<file path="config.mk">
export PLATFORM = sky130hd
export DESIGN_NAME = serializer
export DESIGN_NICKNAME = d
export VERILOG_FILES = /design/src/rtl/serializer.sv
export SDC_FILE = /design/constraint.sdc
export NUM_CORES = 1
export LEC_CHECK = 0
export ABC_AREA = 1
export CAP_MARGIN = 20
export CORE_MARGIN = 8
export CORE_UTILIZATION = 45
export DETAILED_ROUTE_END_ITERATION = 12
export PLACE_DENSITY = 0.72
export SYNTH_ARGS = -nofsm -noshare
export SYNTH_HDL_FRONTEND = slang
export SYNTH_SLANG_ARGS = --single-unit
</file>
<file path="constraint.sdc">
create_clock -name clk -period 13.8 [get_ports clk]
set_input_delay 2.76 -clock clk [delete_from_list [all_inputs] [get_ports clk]]
set_output_delay 2.76 -clock clk [all_outputs]
set_load 0.05 [all_outputs]
</file>
<file path="src/rtl/serializer.sv">
// LSB-first parallel-to-serial frame transmitter with IDLE/SHIFT/DONE control.
// Define SERIALIZER_CRC7_EN to append a CRC7 (x^7+x^3+1) trailer in a CRC state.
module serializer #(
    parameter int BITS         = 136,
    parameter int BITS_COUNTER = 8
) (
    input  logic                    clk,
    input  logic                    reset,
    input  logic                    enable,
    input  logic                    start,
    input  logic [BITS_COUNTER-1:0] framesize,
    input  logic [BITS-1:0]         in,
    output logic                    out,
    output logic                    out_en,
    output logic                    busy,
    output logic                    complete
);

`ifdef SERIALIZER_CRC7_EN
    typedef enum logic [1:0] {IDLE, SHIFT, CRC, DONE} state_t;
`else
    typedef enum logic [1:0] {IDLE, SHIFT, DONE} state_t;
`endif

    state_t                  state_q;
    logic [BITS_COUNTER-1:0] cnt_q;
    logic [BITS_COUNTER-1:0] size_q;
    logic [BITS_COUNTER-1:0] size_d;
    logic [BITS-1:0]         sh_q;
    logic                    out_q;
    logic                    out_en_q;
    logic                    busy_q;
    logic                    complete_q;
    logic                    last_bit;
`ifdef SERIALIZER_CRC7_EN
    logic [6:0]              crc_q;

    function automatic logic [6:0] crc_step(input logic [6:0] crc, input logic din);
        logic fb;
        fb = din ^ crc[6];
        return {crc[5:0], 1'b0} ^ (fb ? 7'h09 : 7'h00);
    endfunction
`endif

    function automatic logic [BITS_COUNTER-1:0] clamp_size(input logic [BITS_COUNTER-1:0] fs);
        if (int'(fs) > BITS)
            return BITS_COUNTER'(BITS);
        return fs;
    endfunction

    assign size_d   = clamp_size(framesize);
    assign last_bit = ((cnt_q + BITS_COUNTER'(1)) == size_q);

    always_ff @(posedge clk) begin
        if (!reset) begin
            state_q    <= IDLE;
            cnt_q      <= '0;
            out_q      <= 1'b1;
            out_en_q   <= 1'b0;
            busy_q     <= 1'b0;
            complete_q <= 1'b0;
`ifdef SERIALIZER_CRC7_EN
            crc_q      <= '0;
`endif
        end else if (enable) begin
            case (state_q)
                IDLE: begin
                    complete_q <= 1'b0;
                    if (start) begin
                        size_q <= size_d;
                        sh_q   <= in >> 1;
                        cnt_q  <= '0;
`ifdef SERIALIZER_CRC7_EN
                        crc_q  <= (size_d != '0) ? crc_step(7'h00, in[0]) : 7'h00;
`endif
                        if (size_d == '0) begin
                            state_q    <= DONE;
                            complete_q <= 1'b1;
                            out_q      <= 1'b1;
                            out_en_q   <= 1'b0;
                            busy_q     <= 1'b0;
                        end else begin
                            state_q  <= SHIFT;
                            out_q    <= in[0];
                            out_en_q <= 1'b1;
                            busy_q   <= 1'b1;
                        end
                    end
                end
                SHIFT: begin
                    if (last_bit) begin
`ifdef SERIALIZER_CRC7_EN
                        // crc_q already covers every payload bit; stream it MSB first
                        state_q <= CRC;
                        cnt_q   <= '0;
                        out_q   <= crc_q[6];
                        crc_q   <= {crc_q[5:0], 1'b0};
`else
                        state_q    <= DONE;
                        out_q      <= 1'b1;
                        out_en_q   <= 1'b0;
                        busy_q     <= 1'b0;
                        complete_q <= 1'b1;
`endif
                    end else begin
                        cnt_q <= cnt_q + BITS_COUNTER'(1);
                        out_q <= sh_q[0];
                        sh_q  <= sh_q >> 1;
`ifdef SERIALIZER_CRC7_EN
                        crc_q <= crc_step(crc_q, sh_q[0]);
`endif
                    end
                end
`ifdef SERIALIZER_CRC7_EN
                CRC: begin
                    if (cnt_q == BITS_COUNTER'(6)) begin
                        state_q    <= DONE;
                        out_q      <= 1'b1;
                        out_en_q   <= 1'b0;
                        busy_q     <= 1'b0;
                        complete_q <= 1'b1;
                    end else begin
                        cnt_q <= cnt_q + BITS_COUNTER'(1);
                        out_q <= crc_q[6];
                        crc_q <= {crc_q[5:0], 1'b0};
                    end
                end
`endif
                DONE: begin
                    state_q    <= IDLE;
                    complete_q <= 1'b0;
                    out_q      <= 1'b1;
                    out_en_q   <= 1'b0;
                    busy_q     <= 1'b0;
                end
                default: begin
                    state_q    <= IDLE;
                    out_q      <= 1'b1;
                    out_en_q   <= 1'b0;
                    busy_q     <= 1'b0;
                    complete_q <= 1'b0;
                end
            endcase
        end
    end

    assign out      = out_q;
    assign out_en   = out_en_q;
    assign busy     = busy_q;
    assign complete = complete_q;

endmodule

</file>
==> run_results.csv, run 1 <==
group,metric,value,unit
status,status,"completed",
setup_path,timing.rr.start,"state_q[0]",
setup_path,critPathKind,"input pin to flop",
cts,cts_buffers,17,
floorplan,die_w,142,um
sta,holdWs,488,ps
setup_path,critPathTopFamily,"buffers and inverters",
cells_and_area,syn2layout_area_growth,31.6,%
detailed_routing,dr_total_vias,5236,
setup_path,crit_path_end_kind,"flop",
pwr,leakage,3.90,nW
floorplan,die_area,20100,um^2
sta,slew_headroom,36.1,%
sta,tns,0,ps
setup_path,cp.arrival,5380,ps
pwr,power-per-cell-area,126,nW/um^2
sta,post-route-min-period,5340,ps
setup_path,cp.required,13840,ps
place,dp_slack,8070,ps
worst_hold_path,hold_class,"flop to flop",
grt,grt.met2_usage,24.2,%
floorplan,fp-row-count,46,
cts,clk_pin_slew_worst_paths,60,ps
setup_path,r2r_cells,7,
cts,clk_latency,420,ps
cts,postCtsHoldBufs,0,
grt,antenna_found_initial,0,
worst_hold_path,worstHoldEndpoint,"out",
grt,grt_pass1_wl,24600,um
floorplan,coreArea,15700,um^2
cts,ctsResizeCount,0,
synthesis,synth_cells,769,
synthesis,yosysMostFrequentCell,"nand2_1",
worst_hold_path,hold_start,"out",
grt,grt_use_met3,5.85,%
setup_path,start_kind,"input pin",
detailed_routing,drt-wirelength-per-cell,13.6,um
grt,grt_usage,15.7,%
grt,grt_pass1_vias,5110,
synthesis,synthTopCellsByCount,"444 x nand2_1, 143 x edfxtp_1, 31 x inv_1",
synthesis,syn-num-nets,918,
setup_path,crit_slowest_cell,"buf_4",
detailed_routing,drt-total-wl,15500,um
cts,cts_tree,"built",
sta,layout_worst_path_cycle_share,38.7,%
grt,grt_max_degree,87,
floorplan,io_pins,152,
cts,root_buffer,"clkbuf_16",
cells_and_area,multi_input_area,2270,um^2
detailed_routing,drc,0,
synthesis,yosysWarnings,0,
sta,hold_viol,0,
cells_and_area,antenna_cells,0,
synthesis,synth_area_leader_cell,"edfxtp_1",
place,hpwl,10400,um
sta,worstMarginPinSlew,951,ps
cells_and_area,finalNonFillerCells,1137,
cts,htree_levels,4,
cts,cts_setup_buffers,0,
cells_and_area,fillers,1379,
cells_and_area,seq_area,4550,um^2
floorplan,dieHeight,142,um
setup_path,regToRegEndpoint,"sh_q[107]",
synthesis,ys_seq_area_share,64.1,%
cts,clk_path_buf_depth,2,
cells_and_area,final_core_utilization,59.7,%
synthesis,synth-main-ff-cell,"edfxtp_1",
detailed_routing,ant_nets,0,
pwr,peakVddDrop,0.0914,mV
flow_run,maxCapViolations,0,
grt,grt_use_met1,20.0,%
pwr,power,1.18,mW
cells_and_area,drive_above_1_share,6.41,%
place,gp_congestion,0.804,
setup_path,worstPathCellList,"clkdlybuf4s50_1, inv_1, a21oi_1, inv_1, nor2_2, nand2_1, nor2_4, buf_4",
setup_path,r2r_setup_slack,10770,ps
worst_hold_path,whs_path_depth,2,
synthesis,syn_avg_cell_area,9.24,um^2
synthesis,yosys.area.top_type_share,60.4,%
place,placed_area,8770,um^2
sta,slew_violations,0,
floorplan,initial_utilization,45.4,%
sta,setup_viol,0,
synthesis,netlist_top_cells_area,"edfxtp_1 60%, nand2_1 23%, dfxtp_1 3.7%, nand3_1 1.8%, inv_1 1.6%",
sta,setup_ws,8460,ps
setup_path,cp_max_fo,74,
synthesis,synth_area,7100,um^2
detailed_routing,first_pass_iters,5,
place,place.port_buffers,151,
setup_path,cpPeakStageDelay,700,ps
detailed_routing,drtIter0Drc,361,
cells_and_area,finalNetCount,1058,
setup_path,critical_path.most_common_cell,"inv_1",
cells_and_area,finish.instance_area,9350,um^2
sta,finClkSkew,9.94,ps
sta,grt_setup_unrepaired,"no",
grt,overflow,0,
detailed_routing,viasPerCell,4.61,
cts,cts_sinks,156,
place,dp.cells,1106,
synthesis,async_flop_share,0,%
synthesis,yosysUniqueCellTypes,32,
setup_path,cp_num_buf_inv,4,
synthesis,synth-edff-count,143,
sta,fmax,187,MHz
synthesis,ys_ff_latch,156,
grt,grt_busiest_layer,"met2",
-- area by class of cell --
cell class                      count  area share, %
Clock buffer                       18           4.59
Timing Repair Buffer              156           16.6
Inverter                           33           1.35
Tap cell                          216           2.89
Sequential cell                   156           48.7
Multi-Input combinational cell    545           24.3
Clock inverter                     13           1.62
-- where the power goes --
part / switching, mW / total (mW) / leakage, nW / internal (mW)
logic: 0.0865 / 0.155 / 2.20 / 0.0689
clock network: 0.181 / 0.462 / 0.273 / 0.281
registers: 0.0102 / 0.565 / 1.43 / 0.554
total: 0.278 / 1.18 / 3.90 / 0.904
-- worst max path at each step --
stage | start | endpoint | slack, ps | depth (start not counted)
final | start | sh_q[107] | 8460 | 8
after global routing | enable | sh_q[87] | 8170 | 8
after CTS | start | sh_q[62] | 8500 | 8
after detailed placement | enable | sh_q[91] | 8070 | 8
after global placement | enable | sh_q[90] | 8130 | 8
after floorplan | enable | sh_q[0] | 3930 | 7
-- state kept, by name (all words and copies together), names as in the netlist --
register / cells
sh_q: 135
cnt_q: 8
busy: 1
state_q: 2
out: 1
complete: 1
size_q: 8
-- layer usage --
metal	wire length [um]	part of all wire, %	vias to the layer above
met1	7020	45	2337
met5	0	0	-
met3	1120	7.2	13
met2	7140	46	138
met4	210	1.4	0
li1	-	-	2748
-- worst reg2reg max path: stages (launching register included) --
cell     delay [ps]
dfxtp_1         460
nor2_1          110
a21oi_1         220
inv_1           100
nor2_2          640
nand2_1         200
nor2_4          130
buf_4           700
-- kinds of logic after synthesis --
family,after synthesis,share of synthesized area [%]
and+or+nand+nor,520,29.5
DFF,156,64.1
AOI/OAI and AO/OA,22,1.83
xor gates and xnor gates,2,0.247
buffers and inverters,68,4.17
adders and majority gates,1,0.176
-- cells in the final DEF, fill, tap and decap left out, types with 2 or more instances in the layout --
cell               n
a21oi_1           11
a21oi_2            3
buf_4              5
bufinv_16          3
clkbuf_16         17
clkdlybuf4s50_1  151
clkinv_1           2
clkinv_2           3
clkinvlp_4         4
dfxtp_1           13
edfxtp_1         143
inv_1             31
nand2_1          444
nand2_2            6
nand3_1           25
nand3_2            3
nor2_1            24
nor2_2             2
nor2_4             7
nor3_1             4
o21ai_0            5
Power figures use the tool's default switching activity.
==> run 2, diff against run 1 <==
--- a/config.mk
+++ b/config.mk
@@ -10,7 +10,7 @@
 export CORE_MARGIN = 8
 export CORE_UTILIZATION = 45
 export DETAILED_ROUTE_END_ITERATION = 12
-export PLACE_DENSITY = 0.72
+export PLACE_DENSITY = 0.75
 export SYNTH_ARGS = -nofsm -noshare
 export SYNTH_HDL_FRONTEND = slang
 export SYNTH_SLANG_ARGS = --single-unit
==> constraint.sdc (replaced) <==
create_clock -name clk -period 4.9 [get_ports clk]
set_input_delay 0.98 -clock clk [delete_from_list [all_inputs] [get_ports clk]]
set_output_delay 0.98 -clock clk [all_outputs]
set_load 0.05 [all_outputs]
==> run 2 against run 1 <==
  * Via count up 3.0%
  * First-iteration DRC count is 25% higher
  * Highest routed layer unchanged
  * Largest power group unchanged
  * Routed wire length is 2.3% higher
  * Register-to-register slack got worse by 8800 ps
  * Largest cell class unchanged
  * Combinational power grew to 2.8 times the previous value
==> run_results.csv, run 2 (synthesis gave the netlist of run 1 again) <==
group,metric,value,unit
detailed_routing,drtIter0Drc,451,
sta,fmax,309,MHz
setup_path,cp_max_fo,76,
place,gp_congestion,0.797,
sta,finClkSkew,11.0,ps
grt,antenna_found_initial,0,
place,place.port_buffers,151,
setup_path,cpPeakStageDelay,710,ps
floorplan,io_pins,152,
pwr,p_seq_share,48.8,%
cts,postCtsHoldBufs,0,
setup_path,worstPathCellList,"clkdlybuf4s50_1, inv_1, a21oi_1, inv_1, nor2_2, buf_4, nand2_1, nor2_4, buf_4",
cts,htree_levels,4,
sta,setup_ws,1670,ps
detailed_routing,wl_met2,7440,um
pwr,peakVddDrop,0.246,mV
cells_and_area,finalNetCount,1059,
sta,tns,0,ps
sta,slew_violations,0,
grt,grt_usage,16.5,%
status,status,"completed",
place,dp.cells,1107,
floorplan,die_area,20100,um^2
cells_and_area,final_common_cell,"nand2_1",
detailed_routing,viasPerCell,4.74,
cts,cts_buffers,17,
floorplan,initial_utilization,45.4,%
cts,root_buffer,"clkbuf_16",
pwr,power-per-cell-area,349,nW/um^2
setup_path,cp_num_buf_inv,5,
cells_and_area,largest_reg_flops,135,
worst_hold_path,hold_class,"flop to flop",
sta,slew_headroom,32.0,%
pwr,netSwitchingFraction,24.8,%
detailed_routing,dr_total_vias,5395,
cells_and_area,largest_registers,"sh_q: 135 flops, cnt_q: 8 flops, size_q: 8 flops",
detailed_routing,wl_met1,7010,um
cts,cts_sinks,156,
sta,post-route-min-period,3230,ps
detailed_routing,ant_nets,0,
detailed_routing,highest_layer,"met4",
cells_and_area,fillers,1372,
setup_path,cp.arrival,3270,ps
grt,grt_pass1_vias,5372,
setup_path,critPathTopFamily,"buffers and inverters",
pwr,p_sw,807,uW
setup_path,r2r_setup_slack,1980,ps
cts,cts_tree,"built",
place,dp_slack,1270,ps
floorplan,die_w,142,um
setup_path,cp.required,4940,ps
cts,clk_latency,420,ps
pwr,p_int,2.45,mW
cells_and_area,drive_above_1_share,6.61,%
setup_path,crit_slowest_cell,"buf_4",
grt,overflow,0,
sta,grt_setup_unrepaired,"no",
setup_path,critPathKind,"input pin to flop",
cts,clk_pin_slew_worst_paths,60,ps
cts,clk_path_buf_depth,2,
detailed_routing,drt-total-wl,15800,um
floorplan,coreArea,15700,um^2
pwr,p_comb_share,13.5,%
sta,worstMarginPinSlew,1010,ps
floorplan,dieHeight,142,um
pwr,leakage,3.89,nW
detailed_routing,routed-wl-met3,1180,um
cells_and_area,finalNonFillerCells,1139,
sta,layout_worst_path_cycle_share,66.0,%
grt,grt_pass1_wl,26000,um
detailed_routing,drt-wirelength-per-cell,13.9,um
pwr,pwr-share-clk,37.7,%
floorplan,fp-row-count,46,
cells_and_area,antenna_cells,0,
setup_path,crit_path_end_kind,"flop",
sta,hold_viol,0,
cts,ctsResizeCount,0,
place,hpwl,10700,um
cts,cts_setup_buffers,0,
grt,grt_max_degree,86,
sta,setup_viol,0,
detailed_routing,drc,0,
cells_and_area,syn2layout_area_growth,31.3,%
flow_run,maxCapViolations,0,
cells_and_area,final_cell_mix,"444 x nand2_1, 151 x clkdlybuf4s50_1, 143 x edfxtp_1",
cells_and_area,regMostFlops,"sh_q",
detailed_routing,first_pass_iters,4,
setup_path,start_kind,"input pin",
run 2: final timing paths:
path | startpoint | to | cells after the start
max | start | sh_q[76] | 9
min | complete | complete | 2
max reg2reg | cnt_q[0] | sh_q[76] | 12
min reg2reg | complete | complete | 2
run 2: worst register-to-register path, stage by stage, from the launching register on:
cell	delay [ps]
dfxtp_1	420
ha_1	250
nand2_2	120
nor2_4	120
nand2_1	80
nand2_1	80
nand3_1	70
nand2_1	120
nor2_4	70
nand4_4	180
nand2_1	130
nor2_4	110
buf_4	710
run 2: final cells by class:
class	count	area, um^2	area share (%)
Multi-Input combinational cell	545	2270	24.3
Tap cell	216	270	2.90
Inverter	33	126	1.35
Sequential cell	156	4550	48.8
Clock buffer	18	429	4.60
Timing Repair Buffer	157	1560	16.7
Clock inverter	14	124	1.33
run 2: layer usage:
| layer | global-route usage (%) | up-vias |
|---|---|---|
| li1 | - | 2750 |
| met1 | 20.8 | 2495 |
| met2 | 25.2 | 132 |
| met3 | 6.65 | 18 |
| met4 | 5.94 | 0 |
| met5 | 0 | - |
run 2: power groups by stage:
stage / Clock (mW) / Combinational, mW / Sequential (mW)
3_3_place_gp: 0 / 0.436 / 1.61
5_1_grt: 1.31 / 0.503 / 1.60
6_report: 1.23 / 0.441 / 1.59
2_1_floorplan: 0 / 0.252 / 1.62
3_5_place_dp: 0 / 0.446 / 1.62
4_1_cts: 1.25 / 0.448 / 1.59
run 2: per-stage QoR:
step	hold WS, ps	instance area [um^2]	utilization (%)	power [mW]
detailed placement	474	8780	56.1	2.06
finish	490	9330	59.6	3.26
global placement	467	8780	56.1	2.05
global route	533	9330	59.6	3.41
floorplan	476	7110	-	1.87
CTS	496	9330	59.6	3.29
==> run 3, diff against run 2 <==
--- a/config.mk
+++ b/config.mk
@@ -10,7 +10,7 @@
 export CORE_MARGIN = 8
 export CORE_UTILIZATION = 45
 export DETAILED_ROUTE_END_ITERATION = 12
-export PLACE_DENSITY = 0.75
+export PLACE_DENSITY = 0.72
 export SYNTH_ARGS = -nofsm -noshare
 export SYNTH_HDL_FRONTEND = slang
 export SYNTH_SLANG_ARGS = --single-unit
==> constraint.sdc (replaced) <==
create_clock -name clk -period 3.01 [get_ports clk]
set_input_delay 0.602 -clock clk [delete_from_list [all_inputs] [get_ports clk]]
set_output_delay 0.602 -clock clk [all_outputs]
set_load 0.05 [all_outputs]
==> run 3 against run 2 <==
  * Cell count is 0.53% higher
  * Combinational power rose by 68%
  * Clock skew increased by 3.2 ps
  * Critical path depth up 1
  * Global-route usage fell by 0.12 points
  * Routed wire length is 0.76% higher
  * Clock-buffer cell count unchanged
  * Sequential power up 63%
  * Via count fell by 0.61%
  * Power increased by 69%
  * Flip-flop and latch count unchanged
  * Sequential share of layout area is 0.77 points lower
  * Critical endpoint is now sh_q[67]
  * Highest routed layer unchanged
==> run_results.csv, run 3 (synthesis gave the netlist of run 1 again) <==
group,metric,value,unit
floorplan,die_w,142,um
cells_and_area,antenna_cells,0,
setup_path,startpoint,"cnt_q[2]",
detailed_routing,viasPerCell,4.68,
detailed_routing,drtIter0Drc,434,
cells_and_area,largest_registers,"sh_q: 135 flops, cnt_q: 8 flops, size_q: 8 flops",
setup_path,crit_path_end_kind,"flop",
place,gp_congestion,0.813,
setup_path,timing.rr.start,"cnt_q[2]",
cts,cts_buffers,17,
grt,antenna_found_initial,0,
cells_and_area,fillers,1337,
setup_path,crit_end,"sh_q[67]",
floorplan,fp-row-count,46,
cts,cts_tree,"built",
setup_path,critPathKind,"flop to flop",
cells_and_area,final_cell_mix,"442 x nand2_1, 151 x clkdlybuf4s50_1, 143 x edfxtp_1",
floorplan,coreArea,15700,um^2
sta,slew_violations,0,
detailed_routing,drt-total-wl,16000,um
sta,finClkSkew,14.1,ps
detailed_routing,routed-wl-met3,1180,um
setup_path,cp_max_fo,55,
sta,slew_headroom,44.5,%
detailed_routing,dr_total_vias,5362,
detailed_routing,wl_met1,7250,um
sta,fmax,430,MHz
sta,setup_viol,0,
pwr,pwr-share-clk,39.5,%
floorplan,die_area,20100,um^2
cells_and_area,syn2layout_area_growth,33.8,%
cells_and_area,regMostFlops,"sh_q",
setup_path,cpPeakStageDelay,390,ps
setup_path,regToRegEndpoint,"sh_q[67]",
grt,overflow,0,
cts,cts_setup_buffers,0,
pwr,p_int,4.18,mW
floorplan,initial_utilization,45.4,%
cts,cts_sinks,156,
setup_path,crit_slowest_cell,"dfxtp_4",
setup_path,worstPathCellList,"nand2_2, nor2_4, nand2_2, and2_1, nor2_1, nor2_2, nand4_4, nand2_4, nor2_4, buf_12",
cts,postCtsHoldBufs,0,
pwr,p_seq_share,47.0,%
grt,grt_pass1_vias,5409,
pwr,p_comb_share,13.5,%
cts,root_buffer,"clkbuf_16",
place,hpwl,11000,um
pwr,leakage,3.96,nW
status,status,"completed",
detailed_routing,ant_nets,0,
cts,clk_pin_slew_worst_paths,60,ps
floorplan,dieHeight,142,um
floorplan,io_pins,152,
detailed_routing,highest_layer,"met4",
grt,grt_pass1_wl,25900,um
cells_and_area,drive_above_1_share,8.40,%
setup_path,cp.required,3110,ps
detailed_routing,first_pass_iters,5,
cells_and_area,finalNonFillerCells,1145,
cts,clk_latency,430,ps
pwr,netSwitchingFraction,24.1,%
setup_path,r2r_setup_slack,680,ps
sta,holdWs,475,ps
sta,grt_setup_unrepaired,"no",
cells_and_area,finalNetCount,1065,
flow_run,maxCapViolations,0,
sta,post-route-min-period,2330,ps
pwr,power,5.50,mW
cells_and_area,final_common_cell,"nand2_1",
place,dp.cells,1113,
worst_hold_path,hold_class,"flop to flop",
place,place.port_buffers,151,
sta,hold_viol,0,
setup_path,start_kind,"flop",
detailed_routing,drc,0,
detailed_routing,drt-wirelength-per-cell,13.9,um
sta,setup_ws,684,ps
cts,clk_path_buf_depth,2,
grt,grt_usage,16.4,%
sta,worstMarginPinSlew,832,ps
sta,layout_worst_path_cycle_share,77.3,%
grt,grt_max_degree,89,
cells_and_area,largest_reg_flops,135,
detailed_routing,wl_met2,7350,um
place,dp_slack,486,ps
setup_path,cp.arrival,2420,ps
setup_path,r2r_cells,10,
cts,ctsResizeCount,0,
pwr,power-per-cell-area,579,nW/um^2
cts,htree_levels,4,
pwr,peakVddDrop,0.392,mV
pwr,p_sw,1.33,mW
[run 3: layer usage]
| layer | vias to the layer above | global-route usage [%] |
|---|---|---|
| met2 | 127 | 24.5 |
| met3 | 17 | 6.01 |
| met1 | 2454 | 21.4 |
| met5 | - | 0 |
| li1 | 2764 | - |
| met4 | 0 | 5.94 |
[run 3: power by group through the flow]
stage	clock network (mW)	registers (mW)	logic, mW
2_1_floorplan	0	2.64	0.416
3_3_place_gp	0	2.63	0.738
3_5_place_dp	0	2.63	0.750
4_1_cts	2.21	2.59	0.757
5_1_grt	2.30	2.60	0.842
6_report	2.18	2.59	0.742
[run 3: through the flow]
step,area [um^2],utilization [%],setup TNS (ps)
2_1_floorplan,7160,-,-94740
3_3_place_gp,8910,56.9,0
3_5_place_dp,8910,56.9,0
4_1_cts,9500,60.7,0
5_1_grt,9500,60.7,0
6_report,9500,60.7,0
[run 3: final cells by class]
cell class / instances / area [um^2] / area share (%)
multi-input combinational: 545 / 2300 / 24.2
timing repair buffer: 163 / 1640 / 17.2
clock inverter: 14 / 168 / 1.76
tap: 216 / 270 / 2.84
sequential: 156 / 4570 / 48.1
inverter: 33 / 126 / 1.33
clock buffer: 18 / 429 / 4.52
[run 3: worst min path at each step]
stage,start,slack [ps],to,depth (start not counted)
global route,complete,530,complete,2
floorplan,sh_q[0],480,out,2
CTS,complete,490,complete,2
detailed placement,complete,470,complete,2
global placement,complete,470,complete,2
finish,complete,480,complete,2
[run 3: worst max-delay path: cells and delay by family (launching register included)]
| kind | cells | cell delay [ps] |
|---|---|---|
| buf+inv | 1 | 320 |
| flops | 1 | 390 |
| simple gates | 9 | 1280 |
